`config.mk`:
```
export PLATFORM = sky130hd
export DESIGN_NAME = period_meter
export DESIGN_NICKNAME = d
export VERILOG_FILES = /design/src/rtl/period_meter.sv
export SDC_FILE = /design/constraint.sdc
export NUM_CORES = 1
export LEC_CHECK = 0
export ABC_AREA = 1
export BUFFER_PORTS_ARGS = -buffer_cell sky130_fd_sc_hd__buf_2
export CORE_ASPECT_RATIO = 1.75
export CORE_MARGIN = 5
export CORE_UTILIZATION = 60
export DETAILED_ROUTE_END_ITERATION = 6
export GPL_ROUTABILITY_DRIVEN = 1
export MAX_ROUTING_LAYER = met4
export PLACE_DENSITY = 0.81
export REMOVE_ABC_BUFFERS = 1
export SLEW_MARGIN = 40
export SYNTH_ARGS = -nofsm -noshare
export SYNTH_HDL_FRONTEND = slang
export SYNTH_SLANG_ARGS = --single-unit
```
`constraint.sdc`:
```
create_clock -name clk_in -period 2.5 [get_ports clk_in]
set_clock_uncertainty 0.05 [all_clocks]
set_input_delay 0.125 -clock clk_in [delete_from_list [all_inputs] [get_ports clk_in]]
set_output_delay 0.125 -clock clk_in [all_outputs]
set_load 0.01 [all_outputs]
```
`src/rtl/period_meter.sv`:
```
`timescale 1ns/1ps
// -----------------------------------------------------------------------------
// period_meter
//
// Measures the number of clk_in cycles between consecutive rising edges of an
// asynchronous strobe and presents each result on a valid/ready port.
//
// State table
//   state      | meaning
//   -----------+---------------------------------------------------------------
//   ST_IDLE    | measurement disabled, counter cleared
//   ST_ARMED   | enabled, waiting for the first edge (which gives no result)
//   ST_MEASURE | counting cycles since the last edge; each edge captures a period
//
// Parameters
//   COUNT_WIDTH  width of the period counter and of period_out
//   SYNC_STAGES  number of synchronizer flops on event_in (must be >= 2)
//
// Ports
//   clk_in        system clock
//   reset_in      asynchronous active-low reset
//   enable_in     measurement enable
//   event_in      asynchronous strobe being measured
//   period_out    measured period in cycles (all-ones when saturated)
//   overflow_out  period_out is saturated
//   valid_out     result available
//   ready_in      consumer accepts the result
//   missed_out    sticky: a completed measurement was discarded
// -----------------------------------------------------------------------------
module period_meter #(
    parameter int COUNT_WIDTH = 26,
    parameter int SYNC_STAGES = 2
) (
    input  logic                   clk_in,
    input  logic                   reset_in,
    input  logic                   enable_in,
    input  logic                   event_in,
    output logic [COUNT_WIDTH-1:0] period_out,
    output logic                   overflow_out,
    output logic                   valid_out,
    input  logic                   ready_in,
    output logic                   missed_out
);

    typedef enum logic [1:0] {
        ST_IDLE    = 2'd0,
        ST_ARMED   = 2'd1,
        ST_MEASURE = 2'd2
    } state_t;

    localparam logic [COUNT_WIDTH-1:0] CNT_ONE = COUNT_WIDTH'(1);
    localparam logic [COUNT_WIDTH-1:0] CNT_MAX = '1;

    state_t                   state_q;
    state_t                   state_d;
    logic [COUNT_WIDTH-1:0]   cnt_q;
    logic [COUNT_WIDTH-1:0]   cnt_d;
    logic [SYNC_STAGES-1:0]   sync_q;
    logic                     prev_q;
    logic                     event_edge;
    logic                     capture;
    logic                     transfer;

    // Synchronizer chain; the last stage is the clean strobe, prev_q lags it
    // by one cycle for rising-edge detection.
    always_ff @(posedge clk_in or negedge reset_in) begin
        if (!reset_in) begin
            sync_q <= '0;
            prev_q <= 1'b0;
        end else begin
            sync_q <= {sync_q[SYNC_STAGES-2:0], event_in};
            prev_q <= sync_q[SYNC_STAGES-1];
        end
    end

    // Edges are ignored whenever enable_in is low, including the cycle it falls.
    assign event_edge = sync_q[SYNC_STAGES-1] & ~prev_q & enable_in;
    assign transfer   = valid_out & ready_in;

    always_ff @(posedge clk_in or negedge reset_in) begin
        if (!reset_in) begin
            state_q <= ST_IDLE;
            cnt_q   <= '0;
        end else begin
            state_q <= state_d;
            cnt_q   <= cnt_d;
        end
    end

    always_comb begin
        state_d = state_q;
        cnt_d   = cnt_q;
        capture = 1'b0;
        if (!enable_in) begin
            state_d = ST_IDLE;
            cnt_d   = '0;
        end else begin
            case (state_q)
                ST_IDLE: begin
                    state_d = ST_ARMED;
                    cnt_d   = '0;
                end
                ST_ARMED: begin
                    if (event_edge) begin
                        state_d = ST_MEASURE;
                        cnt_d   = CNT_ONE;
                    end
                end
                ST_MEASURE: begin
                    if (event_edge) begin
                        capture = 1'b1;
                        cnt_d   = CNT_ONE;
                    end else if (cnt_q != CNT_MAX) begin
                        cnt_d = cnt_q + CNT_ONE;
                    end
                end
                default: begin
                    state_d = ST_IDLE;
                    cnt_d   = '0;
                end
            endcase
        end
    end

    // Output register. A capture is loaded when the slot is empty or is being
    // emptied this same cycle; otherwise the new result is dropped and flagged.
    always_ff @(posedge clk_in or negedge reset_in) begin
        if (!reset_in) begin
            period_out   <= '0;
            overflow_out <= 1'b0;
            valid_out    <= 1'b0;
        end else if (capture && (!valid_out || ready_in)) begin
            period_out   <= cnt_q;
            overflow_out <= (cnt_q == CNT_MAX);
            valid_out    <= 1'b1;
        end else if (transfer) begin
            valid_out    <= 1'b0;
        end
    end

    always_ff @(posedge clk_in or negedge reset_in) begin
        if (!reset_in) begin
            missed_out <= 1'b0;
        end else if (!enable_in) begin
            missed_out <= 1'b0;
        end else if (capture && valid_out && !ready_in) begin
            missed_out <= 1'b1;
        end
    end

endmodule
```
==> metrics.txt <==
flop and latch count out of synthesis 60; post-synthesis compound-gate area fraction 10.5%; vias in the first global route 2,535; initial antenna violation count 0; FMAX 0.511 GHz; mux contribution to synthesized area 4.31%; Synth Flop Type dfrtp_1; die height 106 um; First DRT Iteration DRCs 177; share of the synthesized area in the top cell type 47.9%; Core Rows 34; area delta synth->final 12.6%; crit path kind register to register; sequential-to-total area share from yosys stat 47.9%; post-route cell area 3530 um^2; max_slew headroom 55.6%; Tmin final 1.96 ns; P per Cell Area 576 nW/um^2; Core Box Area 5020 um^2; worst min-delay path category primary input to register; ys async rst share 100%; gpl congestion 0.891; gr usage total 21.3%; crit path capture type register; final setup violation count 0; final antenna-violating net count 0; IO buf count 33; first-pass detailed-route iteration total 4; Finished Layout Cells 484; Root Driver clkbuf_8; worst reg-to-reg setup slack 0.54 ns; number of instances in the placed design 467; largest net degree at the start of global routing 36; total number of vias 2,601; area post-placement 3340 um^2; Num CTS Buffers 9; largest family of logic cells by synthesized area simple AND/OR/NAND/NOR gates; hold_ws 0.0603 ns; cell area after synthesis 3140 um^2; drt wl/cell 13.1 um; Remaining DRCs 0; Area contributors post-synth dfrtp_1, nand2_1, nor2_1, nand3_1, o21ai_0; YS warnings 0; post-synth top area cell dfrtp_1; Max VDD drop 0.469 mV; Die ar. 6830 um^2; Worst Path Required 2.67 ns; XOR/XNOR Fraction of Synth Area 0.279%; Post-Place Worst Slack 0.546 ns; setup ws final 0.543 ns; Die W 64.6 um; Post-synth EDFFs 0; arrival time at the worst endpoint 2.13 ns; Post-Synth Adder-Cell Area 2.00%; final hold viol count 0; fin util 70.3%; post-DR vias/cell 5.37; clk_lat worst skew 0.34 ns; GRT overflow 0; share of layout cells above drive strength 1 20.9%; Bufs on Longest Clock Path 2; Slew Viols, Final 0; post-synthesis simple-gate area fraction 28.7%; max-cap viol count 0; Setup TNS Final 0 ns; CTS tree yes; Synth cell types 27; RSZ-0062 raised after global routing no; first-pass GRT wire length 11.1 mm; P_leak 1.69 nW; I/O Pins 34; Tcrit/Tclk final 78.3%; TritonCTS Sinks 60; Worst-Margin Slew 0.664 ns; Syn Inst Count 387; Worst setup SP type register; ANT cells 0; Syn Area/Cell 8.10 um^2; Routed WL 6.32 mm; Initial Util 62.5%; fin nets 436; overall power 2.03 mW; Max FO, Critical Path 35; register clock-pin slew on the reported worst setup and hold paths 0.06 ns; status completed; htree depth 3; DP HPWL 4.59 mm
worst paths after layout:
path,startpoint,end,depth (start not counted)
min,ready_in,valid_out,4
min reg2reg,sync_q[0],sync_q[1],0
min in group asynchronous,reset_in,period_out[6],2
max in group asynchronous,reset_in,cnt_q[23],3
max,state_q[0],period_out[7],6
max reg2reg,state_q[0],period_out[7],6
synth_stat cells, types with 2 or more instances:
cell	count
o21ai_1	2
clkbuf_1	3
o211ai_1	3
buf_2	3
nand2_1	125
ha_1	5
o21ai_0	27
nand3_1	27
buf_6	3
and2_1	2
inv_2	5
inv_1	28
nor2_1	43
nor2_4	3
a21oi_1	8
nand2_2	4
nand4_1	3
mux2_2	12
dfrtp_1	60
o21ai_2	14
cell type report:
cell class | instances | area, um^2
multi-input cells | 284 | 1440
inverters | 33 | 124
clock inverters | 2 | 10.0
fillers | 425 | 1490
well taps | 54 | 67.6
repair buffers | 38 | 233
clock buffers | 13 | 159
flip-flops and latches | 60 | 1500
worst max-delay path, cell delays in order (launching register included):
cell and delay (ns):
dfrtp_1 0.38, inv_1 0.09, ha_1 0.23, nand2_1 0.13
inv_1 0.06, nand2_2 0.49, mux2_2 0.41
repair_timing:
| action | 4_1_cts | 5_1_grt |
|---|---|---|
| hold buffers | 2 | 0 |
| endpoints found under the hold margin | 29 | 0 |
| gates resized for setup | 0 | 0 |
| setup buffers | 0 | 0 |
state kept, by name, summed over array words and instances, names as in the netlist:
register      count
prev_q            1
valid_out         1
sync_q            2
cnt_q            26
period_out       26
state_q           2
missed_out        1
overflow_out      1
power by group:
group / leakage (nW) / internal (mW) / switching (mW) / total (mW)
Clock: 0.0893 / 0.405 / 0.343 / 0.748
Sequential: 0.829 / 0.997 / 0.0168 / 1.01
Combinational: 0.770 / 0.0830 / 0.188 / 0.271
routing by layer:
layer,up-vias,global-route usage (%),wire (um)
li1,1318,-,-
met1,1209,25.1,2700
met2,53,34.2,3190
met3,21,5.54,193
met4,0,9.23,240
met5,-,-,0
cell usage in the layout (no fill, tap or decap):
cell / instances
a21oi_1: 8
and2_1: 2
buf_12: 2
buf_2: 33
buf_4: 1
clkbuf_1: 2
clkbuf_8: 11
clkinv_2: 2
dfrtp_1: 60
dlygate4sd3_1: 2
ha_1: 5
inv_1: 28
inv_2: 5
mux2_2: 12
nand2_1: 125
nand2_2: 4
nand2_4: 1
nand3_1: 27
nand3b_1: 1
nand4_1: 3
nand4_2: 1
nor2_1: 43
nor2_2: 1
nor2_4: 3
nor3_1: 1
o211ai_1: 3
o21ai_0: 27
o21ai_1: 2
o21ai_2: 14
xor2_1: 1
logic make-up (layout without fill, tap and decap cells):
logic type / count (synthesis) / after routing
AOI/OAI and AO/OA: 54 / 54
xor gates and xnor gates: 1 / 1
adders and majority gates: 5 / 5
buffers and inverters: 43 / 86
DFF: 60 / 60
muxes: 12 / 12
and+or+nand+nor: 212 / 212
(Power assumes the default switching activity.)
